===== src/rtl/scoreboard_pkg.sv =====
// Types shared between the key->processor-id scoreboard and everything that talks to it.
`ifndef PROC_COUNT
`define PROC_COUNT 8
`endif

package scoreboard_pkg;

    localparam int KEY_W = 8;
    localparam int VAL_W = $clog2(`PROC_COUNT);

    typedef struct packed {
        logic [KEY_W-1:0] key;
        logic [VAL_W-1:0] val;
    } entry_t;

    typedef enum logic [1:0] {
        SB_NOP   = 2'd0,
        SB_READ  = 2'd1,
        SB_WRITE = 2'd2,
        SB_FLUSH = 2'd3
    } sb_op_e;

    typedef enum logic [1:0] {
        ST_IDLE  = 2'd0,
        ST_ISSUE = 2'd1,
        ST_WAIT  = 2'd2,
        ST_RESP  = 2'd3
    } arb_state_e;

    // Strobe vector {flush, write, read}; NOP maps to no strobe.
    function automatic logic [2:0] op_strobes(sb_op_e op);
        case (op)
            SB_READ:  return 3'b001;
            SB_WRITE: return 3'b010;
            SB_FLUSH: return 3'b100;
            default:  return 3'b000;
        endcase
    endfunction

endpackage


===== src/rtl/scoreboard_arbiter_if.sv =====
// Command/response bus between a scoreboard client (master) and the scoreboard (slave).
interface scoreboard_arbiter_if;
    import scoreboard_pkg::*;

    entry_t           o_sb_entry;
    logic             o_sb_read;
    logic             o_sb_write;
    logic             o_sb_flush;
    logic             i_sb_ack;
    logic [VAL_W-1:0] i_sb_val;
    logic             i_sb_exists;

    modport master (
        output o_sb_entry, o_sb_read, o_sb_write, o_sb_flush,
        input  i_sb_ack, i_sb_val, i_sb_exists
    );

    modport slave (
        input  o_sb_entry, o_sb_read, o_sb_write, o_sb_flush,
        output i_sb_ack, i_sb_val, i_sb_exists
    );

endinterface


===== src/rtl/rr_arbiter.sv =====
// Combinational round-robin pick: first set request at or after the pointer, wrapping.
module rr_arbiter #(
    parameter int NUM_REQ = 4,
    parameter int PTR_W   = $clog2(NUM_REQ)
) (
    input  logic [NUM_REQ-1:0] i_req,
    input  logic [PTR_W-1:0]   i_ptr,
    output logic [NUM_REQ-1:0] o_grant,
    output logic               o_valid
);

    logic [PTR_W-1:0] idx;
    logic             found;

    always_comb begin
        o_grant = '0;
        found   = 1'b0;
        idx     = '0;
        for (int k = 0; k < NUM_REQ; k++) begin
            idx = PTR_W'((int'(i_ptr) + k) % NUM_REQ);
            if (!found && i_req[idx]) begin
                found        = 1'b1;
                o_grant[idx] = 1'b1;
            end
        end
        o_valid = found;
    end

endmodule


===== src/rtl/scoreboard_arbiter.sv =====
// Round-robin sharing of the single-ported scoreboard between NUM_REQ requesters.
// state | meaning
// IDLE  | arbitrate, latch grant/op/entry of the winner
// ISSUE | one-cycle strobe to the scoreboard (none for NOP)
// WAIT  | entry held, counting toward TIMEOUT until ack
// RESP  | one-cycle o_done to the granted requester, advance rr pointer
module scoreboard_arbiter #(
    parameter int NUM_REQ = 4,
    parameter int KEY_W   = scoreboard_pkg::KEY_W,
    parameter int VAL_W   = scoreboard_pkg::VAL_W,
    parameter int TIMEOUT = 16
) (
    input  logic                                 i_clk,
    input  logic                                 i_rstn,
    input  logic [NUM_REQ-1:0]                   i_req,
    input  logic [NUM_REQ-1:0][1:0]              i_op,
    input  scoreboard_pkg::entry_t [NUM_REQ-1:0] i_entry,
    output logic [NUM_REQ-1:0]                   o_done,
    output logic [VAL_W-1:0]                     o_id,
    output logic                                 o_exists,
    output logic                                 o_err,
    output logic                                 o_busy,
    scoreboard_arbiter_if.master                 sb
);
    import scoreboard_pkg::*;

    localparam int PTR_W = $clog2(NUM_REQ);
    localparam int CNT_W = $clog2(TIMEOUT);

    if (NUM_REQ < 2) begin : g_chk_num_req
        $error("NUM_REQ must be at least 2");
    end
    if (TIMEOUT < 2) begin : g_chk_timeout
        $error("TIMEOUT must be at least 2");
    end
    if (KEY_W + VAL_W != $bits(entry_t)) begin : g_chk_entry
        $error("KEY_W/VAL_W do not match entry_t");
    end

    arb_state_e       state_q, state_d;
    logic [PTR_W-1:0] grant_q, grant_d;
    sb_op_e           op_q, op_d;
    entry_t           entry_q, entry_d;
    logic [VAL_W-1:0] id_q, id_d;
    logic             exists_q, exists_d;
    logic             err_q, err_d;
    logic [CNT_W-1:0] cnt_q, cnt_d;
    logic [PTR_W-1:0] rr_ptr_q, rr_ptr_d;

    logic [NUM_REQ-1:0] pick_grant;
    logic               pick_valid;
    logic [PTR_W-1:0]   pick_idx;
    logic [2:0]         stb;

    rr_arbiter #(
        .NUM_REQ (NUM_REQ),
        .PTR_W   (PTR_W)
    ) u_rr (
        .i_req   (i_req),
        .i_ptr   (rr_ptr_q),
        .o_grant (pick_grant),
        .o_valid (pick_valid)
    );

    always_comb begin
        pick_idx = '0;
        for (int i = 0; i < NUM_REQ; i++) begin
            if (pick_grant[i]) pick_idx = PTR_W'(i);
        end
    end

    always_ff @(posedge i_clk or negedge i_rstn) begin
        if (!i_rstn) begin
            state_q  <= ST_IDLE;
            grant_q  <= '0;
            op_q     <= SB_NOP;
            entry_q  <= '0;
            id_q     <= '0;
            exists_q <= 1'b0;
            err_q    <= 1'b0;
            cnt_q    <= '0;
            rr_ptr_q <= '0;
        end else begin
            state_q  <= state_d;
            grant_q  <= grant_d;
            op_q     <= op_d;
            entry_q  <= entry_d;
            id_q     <= id_d;
            exists_q <= exists_d;
            err_q    <= err_d;
            cnt_q    <= cnt_d;
            rr_ptr_q <= rr_ptr_d;
        end
    end

    always_comb begin
        state_d  = state_q;
        grant_d  = grant_q;
        op_d     = op_q;
        entry_d  = entry_q;
        id_d     = id_q;
        exists_d = exists_q;
        err_d    = err_q;
        cnt_d    = cnt_q;
        rr_ptr_d = rr_ptr_q;
        stb      = 3'b000;
        o_done   = '0;

        case (state_q)
            ST_IDLE: begin
                if (pick_valid) begin
                    grant_d = pick_idx;
                    op_d    = sb_op_e'(i_op[pick_idx]);
                    entry_d = i_entry[pick_idx];
                    state_d = ST_ISSUE;
                end
            end

            ST_ISSUE: begin
                stb = op_strobes(op_q);
                if (op_q == SB_NOP) begin
                    err_d    = 1'b1;
                    exists_d = 1'b0;
                    id_d     = '0;
                    state_d  = ST_RESP;
                end else if (sb.i_sb_ack) begin
                    id_d     = sb.i_sb_val;
                    exists_d = sb.i_sb_exists;
                    err_d    = 1'b0;
                    state_d  = ST_RESP;
                end else begin
                    cnt_d   = '0;
                    state_d = ST_WAIT;
                end
            end

            ST_WAIT: begin
                // Ack takes priority over a timeout landing in the same cycle.
                if (sb.i_sb_ack) begin
                    id_d     = sb.i_sb_val;
                    exists_d = sb.i_sb_exists;
                    err_d    = 1'b0;
                    state_d  = ST_RESP;
                end else if (cnt_q == CNT_W'(TIMEOUT - 1)) begin
                    id_d     = '0;
                    exists_d = 1'b0;
                    err_d    = 1'b1;
                    state_d  = ST_RESP;
                end else begin
                    cnt_d = cnt_q + 1'b1;
                end
            end

            ST_RESP: begin
                o_done[grant_q] = 1'b1;
                rr_ptr_d        = PTR_W'((int'(grant_q) + 1) % NUM_REQ);
                state_d         = ST_IDLE;
            end

            default: state_d = ST_IDLE;
        endcase
    end

    assign o_busy        = (state_q != ST_IDLE);
    assign o_id          = (state_q == ST_RESP) ? id_q : '0;
    assign o_exists      = (state_q == ST_RESP) && exists_q;
    assign o_err         = (state_q == ST_RESP) && err_q;
    assign sb.o_sb_entry = entry_q;
    assign sb.o_sb_read  = stb[0];
    assign sb.o_sb_write = stb[1];
    assign sb.o_sb_flush = stb[2];

endmodule


===== src/flat_wrapper.sv =====
// flat-port wrapper written by rule: the top's interface ports become plain ports
module scoreboard_arbiter_flat import scoreboard_pkg::*;
#(
    parameter int NUM_REQ = 4,
    parameter int KEY_W   = scoreboard_pkg::KEY_W,
    parameter int VAL_W   = scoreboard_pkg::VAL_W,
    parameter int TIMEOUT = 16
)
  (i_clk, i_rstn, i_req, i_op, i_entry, o_done, o_id, o_exists, o_err, o_busy, sb_o_sb_entry, sb_o_sb_read, sb_o_sb_write, sb_o_sb_flush, sb_i_sb_ack, sb_i_sb_val, sb_i_sb_exists);
  scoreboard_arbiter_if sb_i ();
  input  logic i_clk;
  input  logic i_rstn;
  input  logic [NUM_REQ-1:0] i_req;
  input  logic [NUM_REQ-1:0][1:0] i_op;
  input  scoreboard_pkg::entry_t [NUM_REQ-1:0] i_entry;
  output logic [NUM_REQ-1:0] o_done;
  output logic [VAL_W-1:0] o_id;
  output logic o_exists;
  output logic o_err;
  output logic o_busy;
  output wire logic [$bits(sb_i.o_sb_entry)-1:0] sb_o_sb_entry;
  output wire logic [$bits(sb_i.o_sb_read)-1:0] sb_o_sb_read;
  output wire logic [$bits(sb_i.o_sb_write)-1:0] sb_o_sb_write;
  output wire logic [$bits(sb_i.o_sb_flush)-1:0] sb_o_sb_flush;
  input wire logic [$bits(sb_i.i_sb_ack)-1:0] sb_i_sb_ack;
  input wire logic [$bits(sb_i.i_sb_val)-1:0] sb_i_sb_val;
  input wire logic [$bits(sb_i.i_sb_exists)-1:0] sb_i_sb_exists;
  assign sb_o_sb_entry = sb_i.o_sb_entry;
  assign sb_o_sb_read = sb_i.o_sb_read;
  assign sb_o_sb_write = sb_i.o_sb_write;
  assign sb_o_sb_flush = sb_i.o_sb_flush;
  assign sb_i.i_sb_ack = sb_i_sb_ack;
  assign sb_i.i_sb_val = sb_i_sb_val;
  assign sb_i.i_sb_exists = sb_i_sb_exists;
  scoreboard_arbiter #(.NUM_REQ(NUM_REQ), .KEY_W(KEY_W), .VAL_W(VAL_W), .TIMEOUT(TIMEOUT)) u_core (.i_clk(i_clk), .i_rstn(i_rstn), .i_req(i_req), .i_op(i_op), .i_entry(i_entry), .o_done(o_done), .o_id(o_id), .o_exists(o_exists), .o_err(o_err), .o_busy(o_busy), .sb(sb_i));
endmodule

===== config.mk =====
export PLATFORM = sky130hd
export DESIGN_NAME = scoreboard_arbiter_flat
export DESIGN_NICKNAME = d
export VERILOG_FILES = /design/src/rtl/scoreboard_pkg.sv /design/src/rtl/scoreboard_arbiter_if.sv /design/src/rtl/rr_arbiter.sv /design/src/rtl/scoreboard_arbiter.sv /design/src/flat_wrapper.sv
export SDC_FILE = /design/constraint.sdc
export NUM_CORES = 1
export LEC_CHECK = 0
export CAP_MARGIN = 40
export CORE_MARGIN = 1
export CORE_UTILIZATION = 44
export CTS_CLUSTER_SIZE = 30
export DETAILED_ROUTE_END_ITERATION = 10
export PLACE_DENSITY = 0.92
export SLEW_MARGIN = 40
export SYNTH_ARGS = -nofsm -noshare
export SYNTH_HDL_FRONTEND = slang
export SYNTH_SLANG_ARGS = --single-unit

===== constraint.sdc =====
create_clock -name i_clk -period 4.7 [get_ports i_clk]
set_input_delay 0.94 -clock i_clk [delete_from_list [all_inputs] [get_ports i_clk]]
set_output_delay 0.94 -clock i_clk [all_outputs]
set_load 0.01 [all_outputs]

== After elaboration in Yosys (flattened, before gate mapping) ==
Cells that the tools add are included.
Widths: inputs -> output; s select.

* Equality and inequality tests: 14
* $add $sub $neg: 5
* $lt $le $gt $ge: 11
* Muxes and demuxes: 63
* Bitwise operators: 3
* Reductions and logical operators: 21

{| class="wikitable"
|+ Operators by type and width
! cell !! count
|-
| $mux 4 || 9
|-
| $mux 1 || 23
|-
| $bmux 11 s2 || 1
|-
| $lt 2x3->1 const B || 6
|-
| $mux 3 || 6
|-
| $mux 2 || 7
|-
| $or 4x4->4 || 3
|-
| $mux 11 || 1
|-
| $demux 1 s2 || 5
|-
| $ge 2x1->1 const B || 5
|-
| $logic_and 1x1->1 || 10
|-
| $pmux 3 s3 || 1
|-
| $bmux 1 s2 || 4
|-
| $eq 2x2->1 const B || 4
|-
| $ne 2x2->1 const B || 4
|-
| $pmux 2 s4 || 1
|-
| $pmux 4 s2 || 1
|-
| $ne 3x2->1 const B || 2
|-
| $pmux 3 s2 || 1
|-
| $reduce_and 5->1 || 1
|-
| $add 2x1->2 const B || 2
|-
| $add 2x2->2 const B || 2
|-
| $add 4x1->4 const B || 1
|-
| $bmux 2 s2 || 1
|-
| 9 further kinds || 16
|}

* Output and inout bits: 24
* Register bits after elaboration: 28
* Logic and storage cells: 127

== Logic depth before layout (Yosys ltp) ==
Gate-level depths: netlist (run 1).

* Depth after elaboration: 17
* Mapped depth: 11

== Hierarchy ==
A second synthesis (run 1) with hierarchy kept.

* Cell total of the unflattened synthesis: 264
* Area, all modules: 2399.8 µm²

{| class="wikitable"
|+ By module, submodules not included
! module !! times used !! area an instance (µm²) !! cells an instance
|-
| scoreboard_arbiter || 1 || 1905.6 || 202
|-
| rr_arbiter || 1 || 494.2 || 62
|}

== Worst setup path before layout (run 1) ==
Ideal clock, no wire load.

* Path kind: register to register
* From: reg u_core.rr_ptr_q[0]
* To: reg u_core.op_q[0]
* Arrival time: 3261 ps
* Required time: 4559 ps
* Slack: 1298 ps
* Path buffers: 2
* Library setup time: 141 ps
* Stages on the path, launching flop included: 12
* Cells stage by stage: dfrtp_1 clkbuf_1 inv_2 ha_1 or3b_1 a2111o_1 a211oi_2 nor3_1 a2111oi_4 buf_6 mux2i_1 o221ai_2

* Cells in the longest elaborated chain, start to end: 17
* Elaborated cells between the ends (all ways): 54

{| class="wikitable"
|+ Ends and longest elaborated chain
! item !! line !! source
|-
| start: declaration || scoreboard_arbiter.sv:48 || <nowiki>logic [PTR_W-1:0] rr_ptr_q, rr_ptr_d;</nowiki>
|-
| start signal: assignment || scoreboard_arbiter.sv:92 || <nowiki>rr_ptr_q <= rr_ptr_d;</nowiki>
|-
| parallel branches: the longest is 17 deep, another holds $lt 2x3->1 || - ||
|-
| end signal: assignment || scoreboard_arbiter.sv:86 || <nowiki>op_q <= op_d;</nowiki>
|-
| end: declaration || scoreboard_arbiter.sv:42 || <nowiki>sb_op_e op_q, op_d;</nowiki>
|}

Parallel ways; which one is timed is not known. The select of a mux whose other input is x is not followed.
A chain may end at the register's enable or synchronous reset.

== Worst setup path in the final report (run 1) ==
* From: in i_req[2]
* To: reg u_core.entry_q (netlist bit u_core.sb.o_sb_entry[1])

* Cells in the longest elaborated chain, start to end: 17
* Elaborated cells between the ends (all ways): 31

{| class="wikitable"
|+ Ends and longest elaborated chain
! item !! line !! source
|-
| start: declaration || flat_wrapper.sv:13 || <nowiki>input logic [NUM_REQ-1:0] i_req;</nowiki>
|-
| $bmux 1 s2 || rr_arbiter.sv:21 || <nowiki>if (!found && i_req[idx]) begin</nowiki>
|-
| $mux 1 (implied by the code) || rr_arbiter.sv:21 ||
|-
| $mux 1 || rr_arbiter.sv:21 ||
|-
| $logic_not 1->1 || rr_arbiter.sv:21 ||
|-
| $logic_and 1x1->1 || rr_arbiter.sv:21 ||
|-
| $mux 1 || rr_arbiter.sv:21 ||
|-
| $logic_not 1->1 || rr_arbiter.sv:21 ||
|-
| $logic_and 1x1->1 || rr_arbiter.sv:21 ||
|-
| $mux 1 || rr_arbiter.sv:21 ||
|-
| $logic_not 1->1 || rr_arbiter.sv:21 ||
|-
| $logic_and 1x1->1 || rr_arbiter.sv:21 ||
|-
| $mux 4 || rr_arbiter.sv:21 ||
|-
| $mux 1 || scoreboard_arbiter.sv:68 || <nowiki>if (pick_grant[i]) pick_idx = PTR_W'(i);</nowiki>
|-
| $mux 2 (2 in series) || scoreboard_arbiter.sv:68 ||
|-
| $bmux 11 s2 || scoreboard_arbiter.sv:114 || <nowiki>entry_d = i_entry[pick_idx];</nowiki>
|-
| $mux 11 (implied by the code) || scoreboard_arbiter.sv:114 ||
|-
| end signal: assignment || scoreboard_arbiter.sv:87 || <nowiki>entry_q <= entry_d;</nowiki>
|-
| end: declaration || scoreboard_arbiter.sv:43 || <nowiki>entry_t entry_q, entry_d;</nowiki>
|}

Parallel ways exist; a longest one is shown, timed or not. The select of a mux whose other input is x is not followed.

==> flow_summary.ini, run 1 <==
[cts]
cts_buffers = 3
cts_max_path_buffers = 2
cts_resized = 0
post_cts_buffers = 0
ctsHoldBuffers = 0
cts_tree = yes
clock_latency_ps = 280
clockRootBuffer = clkbuf_8
cts.sinks = 28
clkTransAtPathRegs_ps = 100
htreeDepth = 1

[layout]
drive_gt1_share_pct = 8.12
fillers = 336
syn_to_final_growth_pct = 46.4
antennaDiodeCount = 0
fin_nets = 387

[setup_path]
crit_start = i_req[2]
reg2regPathDepth = 8
critPathCaptureType = register
cp_max_fo = 12
cp_data_arrival_time_ps = 3870
worstReg2RegStart = u_core.rr_ptr_q[1]$_DFFE_PN0P_
cp-start-kind = input pin
crit_type = in -> reg
r2r_slack_ps = 1010
required_ps = 4850

[global_route]
grt_max_degree = 29
grt.overflow.total = 0
grt_first_pass_wirelength_um = 9380
track_usage_pct = 22.9
grt_pass1_vias = 2098
grt_antenna_before_repair = 0

[die]
rows = 24
die_h_um = 71.7
start_util_pct = 47.4
core_um2 = 4500
die_w_um = 71.7
io_pins = 87
die-area_um2 = 5130

[sta]
finalSetupTns_ps = 0
whs_ps = 492
period_minus_slack_ps = 3720
finalSetupViolations = 0
fmax_mhz = 269
tightest_slew_ps = 687
clock-skew-final_ps = 3.52
final_max_slew_viol_count = 0
slew-limit-headroom_pct = 53.8
grt_setup_unrepaired = false
finalCritPeriodShare_pct = 79.2
hold_viol = 0

[detailed_routing]
drtAntennaViolNets = 0
drtIter0Drc = 122
vias_per_cell = 5.85
drtPass1Iterations = 4
drc = 0
wl_per_cell_um = 16.3
via_count = 2106
routed_wl_um = 5860

[outcome]
status = finished clean

[placed_design]
finalWeightedCongestion = 0.834
dp_hpwl_um = 4450
port_buffers = 86

[synthesis]
synth_seq_cells = 28
syn_area_um2 = 2130
syn_nets = 300
ys_seq_area_share_pct = 32.8
post_synth_num_cell_types = 43
synth_edf_count = 0
ys_async_sr_fraction_pct = 100
synth_area_per_cell_um2 = 9.62
netlist_instances = 222
yosys_warnings = 0
synth_flop_cell = dfrtp_1

[min_path]
hold_path_depth = 2
hp-start = u_core.id_q[2]$_DFFE_PN0P_
min_path_type = reg -> reg

[flow_run]
maxCapViolCount = 0

[power]
power.density_nw_per_um2 = 617
ir_worst_vdd_uv = 317
leakagePower_nw = 1.35
flip-flops by register name, summed over array words and instances (netlist names):
| signal | flops |
|---|---|
| u_core.exists_q | 1 |
| u_core.sb.o_sb_entry | 11 |
| u_core.cnt_q | 4 |
| u_core.op_q | 2 |
| u_core.err_q | 1 |
| u_core.id_q | 3 |
| u_core.state_q | 2 |
| u_core.rr_ptr_q | 2 |
| u_core.grant_q | 2 |
cells by family after synthesis:
logic type | count (synthesis) | share of synthesized area, %
buffers and inverters | 22 | 4.34
AND/OR/NAND/NOR | 77 | 18.7
XOR/XNOR | 1 | 0.410
flip-flops | 28 | 32.8
AO/OA/AOI/OAI | 61 | 25.9
multiplexers | 18 | 9.09
adder cells (fa/ha/maj) | 15 | 8.79
metrics by stage:
stage               power (W)  cell area, um2  setup WS, ps  util [%]  std cells
floorplan             0.00130            2130          1300         -        222
global placement      0.00167            3050           795      67.8        356
detailed placement    0.00173            3050           715      67.8        356
CTS                   0.00193            3130          1010      69.4        360
global route          0.00208            3130           813      69.4        360
finish                0.00193            3130           979      69.4        360
synth_stat cells (all sizes together), types with 6 or more instances:
library cell | instances | area share (%)
dfrtp | 28 | 33
ha | 15 | 8.8
mux2i | 16 | 7.5
nand2 | 27 | 4.7
a21oi | 6 | 1.4
nor2 | 10 | 1.8
o221ai | 12 | 8.1
a22oi | 12 | 4.2
clkbuf | 6 | 1.1
o21ai | 12 | 2.8
inv | 13 | 2.3
and2 | 12 | 3.5
o211a | 6 | 2.8
nor3 | 7 | 1.6
worst max-delay path, cell delays in order:
cell             delay (ps)
clkdlybuf4s50_1         560
or3b_1                  360
a2111o_1                470
a211oi_2                270
nor3_1                  110
a2111oi_4               360
buf_4                   300
mux2i_1                 330
o221ai_2                140
metal layers:
layer	wire [um]	GRT usage (%)	up-vias
li1	-	-	995
met1	2320	27.8	1004
met2	3070	41.3	88
met3	338	3.52	19
met4	126	7.41	0
met5	0	0	-
placed cells by master (no fill, tap or decap), types with 2 or more instances in the layout:
| cell | netlist | routed |
|---|---|---|
| a2111oi_0 | 2 | 2 |
| nor2b_1 | 2 | 2 |
| nor3b_1 | 2 | 2 |
| clkdlybuf4s50_1 | 0 | 86 |
| dfrtp_1 | 28 | 28 |
| and2_1 | 12 | 12 |
| ha_1 | 15 | 15 |
| nand3b_1 | 3 | 3 |
| a21oi_1 | 6 | 6 |
| nand2b_1 | 2 | 2 |
| and3_1 | 2 | 2 |
| a2111o_1 | 3 | 3 |
| o211a_1 | 6 | 6 |
| nor2_1 | 10 | 10 |
| o221ai_2 | 11 | 11 |
| nor3_1 | 7 | 7 |
| clkbuf_8 | 0 | 3 |
| a22oi_1 | 12 | 12 |
| nand3_1 | 3 | 3 |
| buf_4 | 0 | 5 |
| mux2i_1 | 16 | 16 |
| a21boi_1 | 2 | 2 |
| inv_1 | 12 | 12 |
| o21ai_0 | 12 | 12 |
| nand2_1 | 27 | 27 |
final cells by class:
cell class	count	area (um2)	share of cell area, %
Sequential cell	28	701	22.4
Multi-Input combinational cell	172	1340	42.9
Timing Repair Buffer	91	898	28.7
Clock buffer	3	41.3	1.32
Clock inverter	1	30.0	0.961
Inverter	13	48.8	1.56
Tap cell	52	65.1	2.08
power breakdown:
part	internal, W	switching [W]
combinational	0.000589	0.000691
clock	0.000114	0.0000768
sequential	0.000356	0.000103
total	0.00106	0.000871
path summary, 6_finish.rpt:
check                                                      end
max                        u_core.sb.o_sb_entry[1]$_DFFE_PN0P_
min                                 u_core.id_q[2]$_DFFE_PN0P_
max reg2reg                      u_core.grant_q[1]$_DFFE_PN0P_
min reg2reg                         u_core.id_q[2]$_DFFE_PN0P_
max in group asynchronous  u_core.sb.o_sb_entry[1]$_DFFE_PN0P_
min in group asynchronous          u_core.cnt_q[0]$_DFFE_PN0P_
(Power assumes the default switching activity.)
==> inputs of run 2 (changes only) <==
- clock period: 4.7 -> 3.85 ns (I/O delays scaled with it)
==> run 2 against run 1 <==
Global-route usage is 0.70 points lower. Non-clock buffer count is 4 higher. Cell count is 1.1% higher. Count of clock-buffer cells in the layout stayed put. First-iteration DRC count is 32% lower. Via count is 4.3% lower. Register-to-register slack worse by 510 ps. Critical endpoint is now u_core.sb.o_sb_entry[9]$_DFFE_PN0P_. Largest power group unchanged.
==> flow_summary.ini, run 2 (synthesized netlist as in run 1, its figures left out) <==
[setup_path]
r2r-end = u_core.sb.o_sb_entry[9]$_DFFE_PN0P_
r2r_slack_ps = 500
cp_data_arrival_time_ps = 3540
cp_max_fo = 13
crit_type = in -> reg
worstReg2RegStart = u_core.rr_ptr_q[1]$_DFFE_PN0P_
critPathCaptureType = register
reg2regPathDepth = 10
cp-start-kind = input pin
required_ps = 3990

[die]
die_w_um = 71.7
core_um2 = 4500
die_h_um = 71.7
die-area_um2 = 5130
io_pins = 87
rows = 24
start_util_pct = 47.4

[placed_design]
port_buffers = 86
dp_hpwl_um = 4270
finalWeightedCongestion = 0.844
dp_cells = 360

[min_path]
holdPathEnd = u_core.id_q[2]$_DFFE_PN0P_
min_path_type = reg -> reg
hold_path_depth = 2
hp-start = u_core.id_q[2]$_DFFE_PN0P_

[cts]
cts_max_path_buffers = 2
cts_resized = 0
clock_latency_ps = 280
cts_tree = yes
cts_buffers = 3
htreeDepth = 1
clkTransAtPathRegs_ps = 100
cts.sinks = 28
clockRootBuffer = clkbuf_8
post_cts_buffers = 0
ctsHoldBuffers = 0

[detailed_routing]
drc = 0
via_count = 2016
routed_wl_um = 5490
drtPass1Iterations = 4
drtIter0Drc = 83
vias_per_cell = 5.54
drtAntennaViolNets = 0
wl_per_cell_um = 15.1

[sta]
clock-skew-final_ps = 3.44
period_minus_slack_ps = 3400
tightest_slew_ps = 572
whs_ps = 484
grt_setup_unrepaired = false
fmax_mhz = 294
final_max_slew_viol_count = 0
finalCritPeriodShare_pct = 88.2
slew-limit-headroom_pct = 60.8
finalSetupTns_ps = 0
finalSetupViolations = 0
hold_viol = 0

[layout]
largest_register_ffs = 11
antennaDiodeCount = 0
final_common_cell = clkdlybuf4s50_1
fin_util_pct = 70.4
layout_common_cells = 86 x clkdlybuf4s50_1, 28 x dfrtp_1, 27 x nand2_1
fin_cells = 364
drive_gt1_share_pct = 9.62
syn_to_final_growth_pct = 48.5
fin_nets = 391

[global_route]
grt.overflow.total = 0
grt_pass1_vias = 2010
track_usage_pct = 22.2
grt_antenna_before_repair = 0
grt_max_degree = 29
grt_first_pass_wirelength_um = 9090

[power]
power.density_nw_per_um2 = 747
leakagePower_nw = 1.37
ir_worst_vdd_uv = 384

[flow_run]
maxCapViolCount = 0

[outcome]
status = finished clean
==> run 2: critical path: stages <==
cell	delay, ps
clkdlybuf4s50_1	550
or3b_1	360
a2111o_1	470
a211oi_2	260
nor3_1	100
a2111oi_4	400
buf_12	210
mux2i_1	240
o221ai_1	160
==> run 2: area by class of cell <==
class | count | area (um2)
Fill cell | 344 | 1330
Sequential cell | 28 | 701
Clock inverter | 1 | 30.0
Multi-Input combinational cell | 172 | 1340
Timing Repair Buffer | 95 | 941
Tap cell | 52 | 65.1
Inverter | 13 | 48.8
Clock buffer | 3 | 41.3
==> run 2: stage by stage <==
stage | area, um2 | setup WS (ps) | total power (W)
after detailed placement | 3100 | 5.50 | 0.00214
after CTS | 3170 | 293 | 0.00238
after global placement | 3100 | 129 | 0.00208
after floorplan | 2130 | 448 | 0.00159
after global routing | 3170 | 305 | 0.00256
final | 3170 | 453 | 0.00237
==> run 2: how the worst max path moves through the flow <==
stage	slack [ps]	endpoint	startpoint	cells after the start
after floorplan	450	u_core.op_q[0]$_DFFE_PN0P_	u_core.rr_ptr_q[0]$_DFFE_PN0P_	11
after global placement	130	u_core.sb.o_sb_entry[5]$_DFFE_PN0P_	i_req[0]	8
after detailed placement	6	u_core.sb.o_sb_entry[9]$_DFFE_PN0P_	i_req[1]	8
after CTS	290	u_core.sb.o_sb_entry[9]$_DFFE_PN0P_	u_core.rr_ptr_q[1]$_DFFE_PN0P_	9
after global routing	300	u_core.sb.o_sb_entry[9]$_DFFE_PN0P_	u_core.rr_ptr_q[1]$_DFFE_PN0P_	10
final	450	u_core.sb.o_sb_entry[9]$_DFFE_PN0P_	i_req[2]	9
==> run 2: where the power goes <==
part / internal (W) / switching, W / leakage, nW
clock: 0.000139 / 0.0000976 / 0.0357
sequential: 0.000435 / 0.000105 / 0.348
combinational: 0.000763 / 0.000828 / 0.985
==> run 2: layer usage <==
metal / GRT usage (%) / wire, um
met4: 6.54 / 108
met5: 0 / 0
met3: 2.25 / 254
met1: 28.3 / 2310
met2: 39.6 / 2820
==> inputs of run 3 (changes only) <==
- MAX_ROUTING_LAYER: not set -> met4
==> run 3 against run 2 <==
Via count shrank 0.64%. Clock skew about the same. Routed wire length is 0.91% higher. Register-to-register slack is essentially flat. Critical path depth did not move. Global-route usage up 0.71 points. Hold slack gained 1.4 ps. Cell count is the same. Sequential share of layout area is the same. Combinational power about the same. Design area stayed put. Largest cell class unchanged.
==> flow_summary.ini, run 3 (synthesized netlist as in run 1, its figures left out) <==
[outcome]
status = finished clean

[cts]
ctsHoldBuffers = 0
cts_tree = yes
clock_latency_ps = 280
htreeDepth = 1
post_cts_buffers = 0
cts.sinks = 28
clockRootBuffer = clkbuf_8
clkTransAtPathRegs_ps = 100
cts_buffers = 3
cts_max_path_buffers = 2
cts_resized = 0

[sta]
final_max_slew_viol_count = 0
finalSetupViolations = 0
finalCritPeriodShare_pct = 88.4
hold_viol = 0
grt_setup_unrepaired = false
whs_ps = 486
period_minus_slack_ps = 3400
clock-skew-final_ps = 3.11
fmax_mhz = 294
slew-limit-headroom_pct = 58.4
tightest_slew_ps = 606
finalSetupTns_ps = 0

[global_route]
grt_pass1_vias = 2012
grt_antenna_before_repair = 0
grt.overflow.total = 0
track_usage_pct = 22.9
grt_max_degree = 29
grt_first_pass_wirelength_um = 9090

[placed_design]
placed_area_um2 = 3100
port_buffers = 86
dp_hpwl_um = 4270
finalWeightedCongestion = 0.857

[layout]
antennaDiodeCount = 0
postLayoutCellArea_um2 = 3170
fin_util_pct = 70.4
final_common_cell = clkdlybuf4s50_1
syn_to_final_growth_pct = 48.5
layout_common_cells = 86 x clkdlybuf4s50_1, 28 x dfrtp_1, 27 x nand2_1
largest_register_ffs = 11
fin_nets = 391
drive_gt1_share_pct = 9.62

[setup_path]
cp-start-kind = input pin
reg2regPathDepth = 10
required_ps = 3990
max_stage_delay_ps = 550
crit_type = in -> reg
cp_max_fo = 13
r2r_slack_ps = 490
cp_data_arrival_time_ps = 3540
critPathCaptureType = register
worstPathCellList = clkdlybuf4s50_1 > or3b_1 > a2111o_1 > a211oi_2 > nor3_1 > a2111oi_4 > buf_12 > mux2i_1 > o221ai_1
critPathSlowestCell = clkdlybuf4s50_1

[min_path]
min_path_type = reg -> reg
hold_path_depth = 2

[detailed_routing]
wl_per_cell_um = 15.2
routed_wl_um = 5540
drc = 0
via_count = 2003
drtAntennaViolNets = 0
drtPass1Iterations = 4
drtIter0Drc = 83
vias_per_cell = 5.50

[power]
power.density_nw_per_um2 = 749
leakagePower_nw = 1.37
ir_worst_vdd_uv = 383

[die]
die-area_um2 = 5130
die_w_um = 71.7
start_util_pct = 47.4
io_pins = 87
die_h_um = 71.7
core_um2 = 4500
rows = 24

[flow_run]
maxCapViolCount = 0
## run 3: cell counts in the layout (fill, tap and decap cells not counted)
Identical to the previous run, type by type.
## run 3: per-stage QoR
stage	total power [W]	setup WS, ps	instances
after global routing	0.00256	304	364
after CTS	0.00238	293	364
after floorplan	0.00159	448	222
final	0.00238	445	364
after global placement	0.00208	129	360
after detailed placement	0.00214	5.50	360
## run 3: where the power goes
part / leakage [nW] / internal, W / switching [W]
combinational: 0.985 / 0.000763 / 0.000833
clock: 0.0357 / 0.000139 / 0.0000989
sequential: 0.348 / 0.000435 / 0.000105
total: 1.37 / 0.00134 / 0.00104
## run 3: layout make-up
class	count	area (um2)
Fill cell	344	1330
Clock buffer	3	41.3
Tap cell	52	65.1
Clock inverter	1	30.0
Inverter	13	48.8
Timing Repair Buffer	95	941
Multi-Input combinational cell	172	1340
Sequential cell	28	701
## run 3: metal layers
metal	wire length (um)	vias to the layer above	share of wire, %	track usage (%)
met5	0	-	0	-
met4	97	0	1.8	6.54
met3	231	10	4.2	1.83
met2	2830	56	51	39.8
met1	2380	932	43	28.5
li1	-	1005	-	-
## run 3: worst paths after layout
check	end	from
setup / recovery	u_core.sb.o_sb_entry[9]$_DFFE_PN0P_	i_req[2]
min in group asynchronous	u_core.cnt_q[0]$_DFFE_PN0P_	i_rstn
max in group asynchronous	u_core.sb.o_sb_entry[9]$_DFFE_PN0P_	i_rstn
hold / removal	u_core.id_q[2]$_DFFE_PN0P_	u_core.id_q[2]$_DFFE_PN0P_
setup reg to reg	u_core.sb.o_sb_entry[9]$_DFFE_PN0P_	u_core.rr_ptr_q[1]$_DFFE_PN0P_
hold reg to reg	u_core.id_q[2]$_DFFE_PN0P_	u_core.id_q[2]$_DFFE_PN0P_
## run 3: critical path: cells and delay by family
kind / cells / cell delay [ps]
buf+inv: 2 / 760
compound gates: 4 / 1300
mux: 1 / 240
simple gates: 2 / 470
